$ cat src/rtl/mem_arbiter.sv
// Two-requester (instruction/data) arbiter onto a single RAM port.
// Data wins ties; each access ends in one hit pulse, aborting with ERRWORD after TIMEOUT cycles.
module mem_arbiter #(
    parameter int unsigned TIMEOUT = 16,
    parameter logic [31:0] ERRWORD = 32'hBAD1BAD1
) (
    input  logic        CLK,
    input  logic        nRST,
    input  logic        iREN,
    input  logic [31:0] iaddr,
    input  logic        dREN,
    input  logic        dWEN,
    input  logic [31:0] daddr,
    input  logic [31:0] dstore,
    output logic        ihit,
    output logic        dhit,
    output logic [31:0] iload,
    output logic [31:0] dload,
    output logic        ramREN,
    output logic        ramWEN,
    output logic [31:0] ramaddr,
    output logic [31:0] ramstore,
    input  logic [31:0] ramload,
    input  logic        ramack,
    output logic        err
);

    localparam int unsigned CntW = $clog2(TIMEOUT) + 1;

    typedef enum logic [2:0] {Idle, Dacc, Iacc, Dresp, Iresp} state_e;

    state_e            state_q, state_d;
    logic [CntW-1:0]   cnt_q, cnt_d;
    logic [31:0]       addr_q, addr_d;
    logic [31:0]       store_q, store_d;
    logic              wflag_q, wflag_d;
    logic [31:0]       iload_q, iload_d;
    logic [31:0]       dload_q, dload_d;
    logic              err_q, err_d;
    logic              timeout;

    assign timeout = (cnt_q == CntW'(TIMEOUT - 1));

    always_ff @(posedge CLK or negedge nRST) begin
        if (!nRST) begin
            state_q <= Idle;
            cnt_q   <= '0;
            addr_q  <= '0;
            store_q <= '0;
            wflag_q <= 1'b0;
            iload_q <= '0;
            dload_q <= '0;
            err_q   <= 1'b0;
        end else begin
            state_q <= state_d;
            cnt_q   <= cnt_d;
            addr_q  <= addr_d;
            store_q <= store_d;
            wflag_q <= wflag_d;
            iload_q <= iload_d;
            dload_q <= dload_d;
            err_q   <= err_d;
        end
    end

    always_comb begin
        state_d  = state_q;
        cnt_d    = '0;
        addr_d   = addr_q;
        store_d  = store_q;
        wflag_d  = wflag_q;
        iload_d  = iload_q;
        dload_d  = dload_q;
        err_d    = err_q;
        ramREN   = 1'b0;
        ramWEN   = 1'b0;
        ramaddr  = '0;
        ramstore = '0;

        case (state_q)
            Idle: begin
                if (dREN || dWEN) begin
                    state_d = Dacc;
                    addr_d  = daddr;
                    store_d = dstore;
                    wflag_d = dWEN;
                end else if (iREN) begin
                    state_d = Iacc;
                    addr_d  = iaddr;
                    wflag_d = 1'b0;
                end
            end
            Dacc: begin
                ramREN   = ~wflag_q;
                ramWEN   = wflag_q;
                ramaddr  = addr_q;
                ramstore = store_q;
                // An ack arriving on the timeout cycle still completes normally.
                if (ramack) begin
                    if (!wflag_q) dload_d = ramload;
                    state_d = Dresp;
                end else if (timeout) begin
                    if (!wflag_q) dload_d = ERRWORD;
                    err_d   = 1'b1;
                    state_d = Dresp;
                end else begin
                    cnt_d = cnt_q + CntW'(1);
                end
            end
            Iacc: begin
                ramREN  = 1'b1;
                ramaddr = addr_q;
                if (ramack) begin
                    iload_d = ramload;
                    state_d = Iresp;
                end else if (timeout) begin
                    iload_d = ERRWORD;
                    err_d   = 1'b1;
                    state_d = Iresp;
                end else begin
                    cnt_d = cnt_q + CntW'(1);
                end
            end
            // Response states never accept a request, so a still-held one waits for Idle.
            Dresp:   state_d = Idle;
            Iresp:   state_d = Idle;
            default: state_d = Idle;
        endcase
    end

    assign ihit  = (state_q == Iresp);
    assign dhit  = (state_q == Dresp);
    assign iload = iload_q;
    assign dload = dload_q;
    assign err   = err_q;

endmodule

$ cat config.mk
export PLATFORM = sky130hd
export DESIGN_NAME = mem_arbiter
export DESIGN_NICKNAME = d
export VERILOG_FILES = /design/src/rtl/mem_arbiter.sv
export SDC_FILE = /design/constraint.sdc
export NUM_CORES = 1
export LEC_CHECK = 0
export BUFFER_PORTS_ARGS = -buffer_cell sky130_fd_sc_hd__buf_4
export CORE_MARGIN = 2
export CORE_UTILIZATION = 47
export CTS_CLUSTER_SIZE = 40
export DETAILED_ROUTE_END_ITERATION = 10
export PLACE_DENSITY_LB_ADDON = 0.25
export RECOVER_POWER = 100
export SLEW_MARGIN = 15
export SYNTH_ARGS = -nofsm -noshare
export SYNTH_HDL_FRONTEND = slang
export SYNTH_SLANG_ARGS = --single-unit
$ cat constraint.sdc
create_clock -name CLK -period 2.2 [get_ports CLK]
set_input_delay 0.44 -clock CLK [delete_from_list [all_inputs] [get_ports CLK]]
set_output_delay 0.44 -clock CLK [all_outputs]
set_load 0.02 [all_outputs]
=== Yosys cells after proc, flatten, opt, wreduce, memory -nomap -nowiden ===
Cells that the tools add are included.

* Bits of input ports: 134
* Logic and storage cells: 54
* Output and inout port bits: 133
* Flip-flop bits (word level): 138

* Equality and inequality tests: 8
* Multiplexer cells: 24
* Reduce and logical (&&, ||, !) cells: 11
* Bitwise logic cells: 2
* Add/sub/neg operators: 1

{| class="wikitable"
|+ Operators with widths
! operator !! count
|-
| $mux W32 || 10
|-
| $mux W3 || 6
|-
| $mux W5 || 3
|-
| $ne A3 B3 Y1 const B || 3
|-
| $pmux W3 S3 || 1
|-
| $reduce_and A3 Y1 || 3
|-
| $eq A3 B2 Y1 const B || 2
|-
| $reduce_and A2 Y1 || 3
|-
| $add A5 B1 Y5 const B || 1
|-
| $eq A5 B4 Y1 const B || 1
|-
| $reduce_bool A2 Y1 || 2
|-
| $eq A3 B1 Y1 const B || 1
|-
| $eq A3 B3 Y1 const B || 1
|-
| $logic_not A3 Y1 || 1
|-
| $mux W1 || 3
|-
| $not A1 Y1 || 2
|-
| $pmux W1 S2 || 1
|-
| $reduce_or A2 Y1 || 1
|-
| $logic_or A1 B1 Y1 || 1
|}

=== Longest topological paths before layout ===
Gate-level depths: netlist (run 1).

* Depth in word-level cells: 4
* Mapped depth: 6
* Mapped depth without buffers: 5

=== Worst setup path before layout (run 1) ===
OpenSTA, ideal clock, no wires.

* Kind: register to output
* Start point: register state_q[1]
* End point: output port ramaddr[0]
* Stages on the path, launching flop included: 6
* Arrival: 1451 ps
* Buffers on the path: 2
* Data required time: 1760 ps
* Slack: 309 ps
* Cell sequence: dfrtp_1 -> buf_4 -> xor2_1 -> nor2b_1 -> clkbuf_1 -> and2_1

* Word-level cells in the longest chain between the ends: 3
* Elaborated cells between the ends (all ways): 4
* Classes of those cells: 2 x eq/ne; 1 x mux; 1 x reduce/logical

{| class="wikitable"
|+ RTL lines
! item !! line !! RTL
|-
| start: declaration || 32 || <nowiki>state_e state_q, state_d;</nowiki>
|-
| start signal: assignment || 46 || <nowiki>state_q <= Idle;</nowiki>
|-
| start signal: assignment || 55 || <nowiki>state_q <= state_d;</nowiki>
|-
| $eq A3 B2 Y1 / $eq A3 B1 Y1 (equally long branches) || 80 || <nowiki>case (state_q)</nowiki>
|-
| $reduce_or A2 Y1 (no line) * || n/a ||
|-
| $mux W32 * || 80 ||
|-
| end: declaration || 21 || <nowiki>output logic [31:0] ramaddr,</nowiki>
|}

Every way passes the cells marked *; elsewhere a longest branch is shown, timed or not.

=== Final worst setup path (run 1) ===
* Start point: register state_q[1]
* End point: output port ramstore[21]

* Word-level cells in the longest chain between the ends: 2

{| class="wikitable"
|+ RTL lines
! item !! line !! RTL
|-
| $eq A3 B1 Y1 || 80 ||
|-
| $mux W32 || 80 ||
|-
| end: declaration || 22 || <nowiki>output logic [31:0] ramstore,</nowiki>
|}

Every way passes these cells.

==> results of run 1 <==
==> stage by stage <==
stage | hold slack (ns) | area [um2]
floorplan | 0.144 | 6000
global placement | 0.422 | 8200
detailed placement | 0.428 | 8200
CTS | 0.246 | 8960
global route | 0.247 | 9030
finish | 0.260 | 9030
==> area by class of cell <==
cell class | count | share of cell area, %
clock buffers | 22 | 5.36
clock inverters | 10 | 2.33
inverters | 2 | 0.0831
multi-input cells | 267 | 26.8
flip-flops and latches | 138 | 38.3
well taps | 172 | 2.38
repair buffers | 288 | 24.8
==> flip-flops by register name, summed over array words and instances, names as in the netlist <==
register / cells
dload: 32
store_q: 32
state_q: 3
addr_q: 32
wflag_q: 1
err: 1
cnt_q: 5
iload: 32
==> cell families after synthesis <==
logic type,count (synthesis),synth area share (%)
DFF,138,57.5
muxes,97,18.2
and+or+nand+nor,93,10.1
AOI/OAI and AO/OA,73,10.7
buffers and inverters,30,2.88
xor gates and xnor gates,3,0.438
adders and majority gates,1,0.208
==> report_power, final <==
part | leakage, uW | switching (uW) | internal (uW)
sequential | 0.00162 | 679 | 3750
clock | 0.000337 | 1040 | 2250
combinational | 0.00234 | 3640 | 3640
total | 0.00429 | 5360 | 9640
==> per-layer routing <==
metal,routed length [um],vias up
met5,0,-
met4,181,0
met3,1270,15
met2,8100,202
met1,6070,2302
li1,-,2134
==> cell usage after synthesis, types with 2 or more instances <==
cell type,number
nor2_2,2
o22a_1,36
nor4_1,2
nor3b_1,2
nand3_1,2
o21ai_2,2
nand2b_1,2
buf_4,4
and2_1,65
clkbuf_1,8
a22o_1,28
mux2_2,95
xor2_1,2
dfrtp_1,138
mux2_1,2
buf_2,12
a211oi_1,2
nand2_1,3
nor3_1,2
buf_6,4
==> worst max-delay path: stages, from the launching register on <==
cell and delay [ns]:
dfrtp_2 0.44, buf_4 0.15, nor3b_2 0.17, buf_6 0.24, and2_1 0.17, buf_4 0.14
==> what timing repair did <==
| action | 4_1_cts | 5_1_grt |
|---|---|---|
| pin swaps | 0 | 1 |
| resized for setup | 7 | 11 |
| endpoints found under the hold margin | 30 | 0 |
| buffers inserted | 5 | 4 |
| endpoints found under the setup margin | 66 | 52 |
| hold buffers | 1 | 0 |
==> path summary, 6_finish.rpt <==
kind	start	cells past startpoint	end
max	state_q[1]	5	ramstore[21]
min	dstore[20]	2	store_q[20]
max reg2reg	state_q[1]	6	addr_q[4]
min reg2reg	err	1	err
max in group asynchronous	nRST	3	addr_q[21]
min in group asynchronous	nRST	2	dload[26]
==> results.py, run 1 <==
metrics = {
    "clocking": {
        "root_buffer": "clkbuf_16",
        "clk_pin_slew_worst_paths_ns": 0.06,
        "clock_latency_ns": 0.41,
        "htree_levels": 4,
        "cts_sinks": 138,
        "ctsLongestPathBuffers": 2,
        "numCtsBuffers": 17,
        "cts_tree": "done",
    },
    "finish": {
        "multiInputGateArea_um2": 2420,
        "utilization_pct": 71.8,
        "final_common_cell": "buf_4",
        "antenna_cells": 0,
        "regArea_um2": 3460,
        "fin_nets": 849,
        "drive_gt1_share_pct": 60.2,
        "nFillCells": 914,
        "stdcell_count": 899,
        "final_cell_mix": "buf_4 (275), dfrtp_1 (135), mux2_2 (95)",
        "syn_to_final_growth_pct": 50.4,
    },
    "setup_path": {
        "worstSetupPathType": "flip-flop to primary output",
        "required_ns": 1.76,
        "cp_max_fo": 34,
        "rrSetupSlack_ns": 0.30,
        "crit_path_start_kind": "flip-flop",
        "cp-end-kind": "primary output",
        "cp.arrival_ns": 1.72,
    },
    "timing": {
        "fmax_mhz": 463,
        "finalHoldViolations": 0,
        "fin_ws_ns": 0.0381,
        "rsz0062_at_grt": "true",
        "setup_tns_ns": 0,
        "period_share_pct": 98.3,
        "clock_skew_ns": 0.00987,
        "fin_crit_ns": 2.16,
        "setup_viol": 0,
        "worst_pin_slew_ns": 1.37,
        "slew_violations": 0,
        "maxSlewHeadroom_pct": 8.59,
    },
    "routing": {
        "wl_um": 15600,
        "drc": 0,
        "wl_per_cell_um": 17.4,
        "vias": 4653,
        "ant_nets": 0,
        "first_pass_iters": 4,
        "dr.first_iter.drc_count": 318,
        "detail_route.vias_per_cell": 5.18,
    },
    "global_route": {
        "met3_usage_pct": 7.11,
        "grt-busiest-layer": "met2",
        "gr-total-overflow": 0,
        "antenna_found_initial": 0,
        "grt_util_met2_pct": 39.3,
        "grt_max_degree": 50,
        "use_met1_pct": 28.2,
        "grt_pass1_wl_um": 24300,
        "gr-usage-all-layers_pct": 23.0,
        "grt_pass1_vias": 4886,
    },
    "placed_design": {
        "io_buffers": 266,
        "place_inst": 857,
        "pre_cts_slack_ns": 0.178,
        "gp_congestion": 0.735,
        "dp_hpwl_um": 11100,
    },
    "power_and_ir_drop": {
        "peakVddDrop_mv": 0.824,
        "power_density_nw_per_um2": 1660,
        "p_total_uw": 15000,
        "power.leakage_uw": 0.00429,
    },
    "logic_synthesis": {
        "synth_area_leaders": "dfrtp_1 (58%), mux2_2 (18%), and2_1 (6.8%)",
        "syn_avg_cell_area_um2": 13.8,
        "synth_top_area_share_pct": 57.5,
        "netlist_area_um2": 6000,
        "ys_types": 42,
        "ys_ff_latch": 138,
        "syn_nets": 570,
        "yosysWarnings": 0,
        "netlist_instances": 435,
        "ys_seq_area_share_pct": 57.5,
        "async_reset_ff_share_pct": 100,
        "synth_top_area_cell": "dfrtp_1",
        "synth_edf_count": 0,
        "synth_ff_type": "dfrtp_1",
    },
    "floorplanning": {
        "die_x_um": 117,
        "die_area_um2": 13700,
        "fp.dieH_um": 117,
        "start_util_pct": 47.8,
        "core_area_um2": 12600,
        "rows": 41,
        "ios": 267,
    },
    "hold_path": {
        "hold_class": "input port to flip-flop",
    },
    "job": {
        "cap_violations": 0,
    },
    "run_status": {
        "status": "finished clean",
    },
}
(Power assumes the default switching activity.)
==> run 2, diff against run 1 <==
--- a/config.mk
+++ b/config.mk
@@ -6,12 +6,14 @@
 export NUM_CORES = 1
 export LEC_CHECK = 0
 export BUFFER_PORTS_ARGS = -buffer_cell sky130_fd_sc_hd__buf_4
+export CORE_ASPECT_RATIO = 0.8
 export CORE_MARGIN = 2
 export CORE_UTILIZATION = 47
 export CTS_CLUSTER_SIZE = 40
 export DETAILED_ROUTE_END_ITERATION = 10
 export PLACE_DENSITY_LB_ADDON = 0.25
 export RECOVER_POWER = 100
+export SETUP_SLACK_MARGIN = 0.3
 export SLEW_MARGIN = 15
 export SYNTH_ARGS = -nofsm -noshare
 export SYNTH_HDL_FRONTEND = slang
==> results.py, run 2 (synthesis results as in run 1) <==
metrics = {
    "floorplanning": {
        "ios": 267,
        "start_util_pct": 48.6,
        "die_area_um2": 13700,
        "core_area_um2": 12300,
        "fp.dieH_um": 105,
        "die_x_um": 130,
        "rows": 36,
    },
    "finish": {
        "antenna_cells": 0,
        "fin_nets": 846,
        "final_cell_mix": "buf_4 (236), dfrtp_1 (135), mux2_2 (95)",
        "stdcell_count": 895,
        "drive_gt1_share_pct": 63.3,
        "final_common_cell": "buf_4",
        "syn_to_final_growth_pct": 51.5,
    },
    "setup_path": {
        "cpMaxStageDelayCell": "dfrtp_2",
        "r2r_cells": 4,
        "rrSetupSlack_ns": 0.42,
        "crit_start": "state_q[1]",
        "worstSetupPathType": "flip-flop to primary output",
        "worstReg2RegEnd": "dload[28]",
        "r2r_start": "state_q[1]",
        "crit_path_start_kind": "flip-flop",
        "cp-end-kind": "primary output",
        "cp_slowest_stage_delay_ns": 0.45,
        "required_ns": 1.76,
        "cp_max_fo": 34,
        "cp.arrival_ns": 1.72,
        "critPathCapture": "ramaddr[9]",
        "crit_chain": "xor2_2 -> nor2b_4 -> buf_12 -> and2_1 -> buf_4",
    },
    "routing": {
        "drc": 0,
        "dr.first_iter.drc_count": 161,
        "wl_per_cell_um": 17.4,
        "vias": 4627,
        "detail_route.vias_per_cell": 5.17,
        "wl_um": 15500,
        "ant_nets": 0,
        "first_pass_iters": 6,
    },
    "clocking": {
        "ctsLongestPathBuffers": 2,
        "cts_tree": "done",
        "htree_levels": 4,
        "numCtsBuffers": 17,
        "root_buffer": "clkbuf_16",
        "clk_pin_slew_worst_paths_ns": 0.06,
        "clock_latency_ns": 0.42,
        "cts_sinks": 138,
    },
    "global_route": {
        "antenna_found_initial": 0,
        "gr-usage-all-layers_pct": 22.9,
        "grt_pass1_vias": 4739,
        "grt_max_degree": 53,
        "grt_pass1_wl_um": 24500,
        "gr-total-overflow": 0,
    },
    "power_and_ir_drop": {
        "peakVddDrop_mv": 0.903,
        "power.leakage_uw": 0.00429,
        "power_density_nw_per_um2": 1640,
    },
    "timing": {
        "rsz0062_at_grt": "true",
        "setup_tns_ns": 0,
        "finalHoldViolations": 0,
        "setup_viol": 0,
        "fmax_mhz": 462,
        "maxSlewHeadroom_pct": 12.4,
        "slew_violations": 0,
        "fin_ws_ns": 0.0367,
        "period_share_pct": 98.3,
        "worst_pin_slew_ns": 1.31,
        "fin_crit_ns": 2.16,
        "clock_skew_ns": 0.0105,
    },
    "hold_path": {
        "hold_class": "input port to flip-flop",
    },
    "placed_design": {
        "dp_hpwl_um": 10700,
        "io_buffers": 266,
        "pre_cts_slack_ns": 0.155,
        "gp_congestion": 0.776,
        "place_inst": 854,
    },
    "job": {
        "cap_violations": 0,
    },
    "run_status": {
        "status": "finished clean",
    },
}
## run 2: cell count changes in the layout (fill, tap and decap cells not counted), moves of 2 or more
cell / before / now
buf_12: 4 / 6
clkbuf_8: 4 / 1
and2_4: 4 / 23
inv_6: 1 / 5
buf_6: 7 / 41
and2_1: 61 / 42
bufinv_16: 6 / 1
clkinv_4: 1 / 3
buf_4: 275 / 236
## run 2: stage by stage
step	instance area (um2)	power [uW]	hold slack [ns]	util (%)
6_report	9100	14900	0.248	73.7
5_1_grt	9100	15700	0.234	73.7
4_1_cts	8880	14500	0.236	72.0
3_5_place_dp	8200	11500	0.421	66.4
3_3_place_gp	8200	11300	0.419	66.4
2_1_floorplan	6000	8570	0.144	-
## run 2: final cells by class
class,instances,area [um2]
clock buffer,18,439
clock inverter,14,136
fill,852,3250
inverter,2,7.51
multi-input combinational,267,2470
sequential,138,3460
tap,171,214
timing repair buffer,285,2370
## run 2: how the worst min path moves through the flow
stage                    start           to  slack (ns)  depth (start not counted)
floorplan                 nRST    addr_q[0]        0.14                          0
global placement          nRST  store_q[11]        0.42                          1
detailed placement        nRST  store_q[11]        0.42                          1
CTS                 dstore[15]  store_q[15]        0.24                          2
global route        dstore[25]  store_q[25]        0.23                          2
finish              dstore[19]  store_q[19]        0.25                          2
## run 2: layer usage
layer	part of all wire (%)	up-vias	track usage [%]
met1	39	2287	27.1
met2	51	175	38.6
met4	2.3	0	9.42
met3	7.9	31	7.17
li1	-	2134	-
met5	0	-	0
## run 2: report_power, final
group / internal, uW / total, uW / leakage [uW] / switching [uW]
Combinational: 3990 / 7710 / 0.00239 / 3720
Sequential: 3750 / 4420 / 0.00162 / 670
Clock: 1610 / 2770 / 0.000280 / 1160
Total: 9350 / 14900 / 0.00429 / 5550
## run 2: worst max-delay path, delay by kind of cell, from the launching register on
family,cells,cell delay [ns]
xor gates and xnor gates,1,0.19
and+or+nand+nor,2,0.35
buffers and inverters,2,0.31
DFF,1,0.45
## run 2: what timing repair did
action                                  CTS  global route
resized for setup                         9            66
pin swaps                                 2             1
endpoints found under the setup margin   81            81
buffers inserted                          8             0
hold buffers                              1             0
endpoints found under the hold margin    45             0
==> run 3, diff against run 2 <==
--- a/config.mk
+++ b/config.mk
@@ -7,7 +7,6 @@
 export LEC_CHECK = 0
 export BUFFER_PORTS_ARGS = -buffer_cell sky130_fd_sc_hd__buf_4
 export CORE_ASPECT_RATIO = 0.8
-export CORE_MARGIN = 2
 export CORE_UTILIZATION = 47
 export CTS_CLUSTER_SIZE = 40
 export DETAILED_ROUTE_END_ITERATION = 10
==> results.py, run 3 (synthesis results as in run 1) <==
metrics = {
    "routing": {
        "detail_route.vias_per_cell": 5.14,
        "first_pass_iters": 5,
        "dr.first_iter.drc_count": 146,
        "ant_nets": 0,
        "wl_um": 15700,
        "drc": 0,
        "vias": 4602,
        "wl_per_cell_um": 17.6,
    },
    "global_route": {
        "gr-usage-all-layers_pct": 23.3,
        "antenna_found_initial": 0,
        "grt-busiest-layer": "met2",
        "met3_usage_pct": 8.46,
        "grt_pass1_vias": 4628,
        "use_met1_pct": 26.5,
        "grt_max_degree": 55,
        "grt_pass1_wl_um": 23200,
        "grt_util_met2_pct": 40.6,
        "gr-total-overflow": 0,
    },
    "setup_path": {
        "cp.arrival_ns": 1.75,
        "crit_path_start_kind": "flip-flop",
        "required_ns": 1.76,
        "cp_max_fo": 34,
        "worstSetupPathType": "flip-flop to primary output",
        "r2r_start": "state_q[0]",
        "worstReg2RegEnd": "iload[18]",
        "rrSetupSlack_ns": 0.38,
        "r2r_cells": 4,
        "cp-end-kind": "primary output",
    },
    "floorplanning": {
        "die_area_um2": 13200,
        "start_util_pct": 48.8,
        "fp.dieH_um": 103,
        "die_x_um": 128,
        "core_area_um2": 12300,
        "rows": 36,
        "ios": 267,
    },
    "power_and_ir_drop": {
        "p_total_uw": 15100,
        "power.leakage_uw": 0.00431,
        "power_density_nw_per_um2": 1660,
        "p_seq_share_pct": 29.4,
        "p_comb_share_pct": 51.0,
        "clockPowerShare_pct": 19.6,
        "swShare_pct": 36.3,
        "peakVddDrop_mv": 1.01,
        "p_sw_uw": 5480,
        "p_int_uw": 9620,
    },
    "finish": {
        "nFillCells": 833,
        "stdcell_count": 896,
        "fin_nets": 847,
        "multiInputGateArea_um2": 2470,
        "syn_to_final_growth_pct": 51.9,
        "regArea_um2": 3460,
        "final_cell_mix": "buf_4 (244), dfrtp_1 (136), mux2_2 (95)",
        "utilization_pct": 74.1,
        "drive_gt1_share_pct": 62.8,
        "final_common_cell": "buf_4",
        "antenna_cells": 0,
    },
    "clocking": {
        "ctsLongestPathBuffers": 2,
        "numCtsBuffers": 17,
        "clk_pin_slew_worst_paths_ns": 0.06,
        "htree_levels": 4,
        "cts_sinks": 138,
        "clock_latency_ns": 0.42,
        "root_buffer": "clkbuf_16",
        "cts_tree": "done",
    },
    "run_status": {
        "status": "finished clean",
    },
    "timing": {
        "maxSlewHeadroom_pct": 5.44,
        "fmax_mhz": 458,
        "timing.hold.ws_ns": 0.253,
        "slew_violations": 0,
        "clock_skew_ns": 0.0101,
        "setup_viol": 0,
        "finalHoldViolations": 0,
        "period_share_pct": 99.3,
        "worst_pin_slew_ns": 1.42,
        "fin_crit_ns": 2.19,
        "fin_ws_ns": 0.0144,
        "rsz0062_at_grt": "true",
    },
    "hold_path": {
        "hold_end": "store_q[18]",
        "worstHoldPathCells": 2,
        "min_from": "dstore[18]",
        "hold_class": "input port to flip-flop",
    },
    "placed_design": {
        "pre_cts_slack_ns": 0.127,
        "io_buffers": 266,
        "dp_hpwl_um": 10600,
        "gp_congestion": 0.738,
        "place_inst": 853,
    },
    "job": {
        "cap_violations": 0,
    },
}
run 3: cell types whose count changed in the layout (fill, tap and decap cells not counted), sizes merged:
cell,previous run,this run
bufinv,1,3
inv,8,4
clkinv,5,3
buf,283,284
clkbuf,19,23
run 3: worst max-delay path, cell delays in order (launching register included):
cell and delay (ns):
dfrtp_2 0.45, xor2_2 0.20, nor2b_4 0.19, buf_12 0.18, and2_1 0.17, buf_4 0.14
run 3: power by group through the flow:
stage / registers [uW] / clock network (uW) / logic [uW]
6_report: 4430 / 2960 / 7710
5_1_grt: 4570 / 3120 / 8140
4_1_cts: 4400 / 3000 / 7310
3_5_place_dp: 4450 / 0 / 7010
3_3_place_gp: 4370 / 0 / 6870
2_1_floorplan: 4900 / 0 / 3670
run 3: layout make-up:
cell class	instances	area share (%)
Clock buffer	22	5.31
Clock inverter	10	1.51
Inverter	2	0.0823
Multi-Input combinational cell	267	27.1
Sequential cell	138	37.9
Tap cell	171	2.35
Timing Repair Buffer	286	25.8
run 3: worst max path at each step:
stage	start	endpoint	slack, ns
after floorplan	state_q[1]	ramaddr[0]	0.31
after global placement	state_q[1]	ramaddr[2]	0.24
after detailed placement	cnt_q[0]	dload[2]	0.13
after CTS	state_q[1]	ramaddr[2]	0.01
after global routing	state_q[1]	ramaddr[2]	-0.07
final	state_q[1]	ramaddr[2]	0.01
run 3: metal layers:
metal  routed length (um)  vias to the layer above
met1                 6090                     2277
met2                 8160                      172
met4                  255                        0
li1                     -                     2130
met3                 1230                       23
met5                    0                        -
run 3: what timing repair did:
action                                  CTS  global route
pin swaps                                 3             1
gates resized for setup                  12            57
hold endpoints to repair                  8             0
setup buffers                            10             0
endpoints found under the setup margin   93            85
hold buffers                              1             0
run 3: per-stage QoR:
step	TNS (ns)	cell area, um2
2_1_floorplan	0	6000
3_3_place_gp	0	8180
3_5_place_dp	0	8180
4_1_cts	0	8940
5_1_grt	-1.24	9120
6_report	0	9120
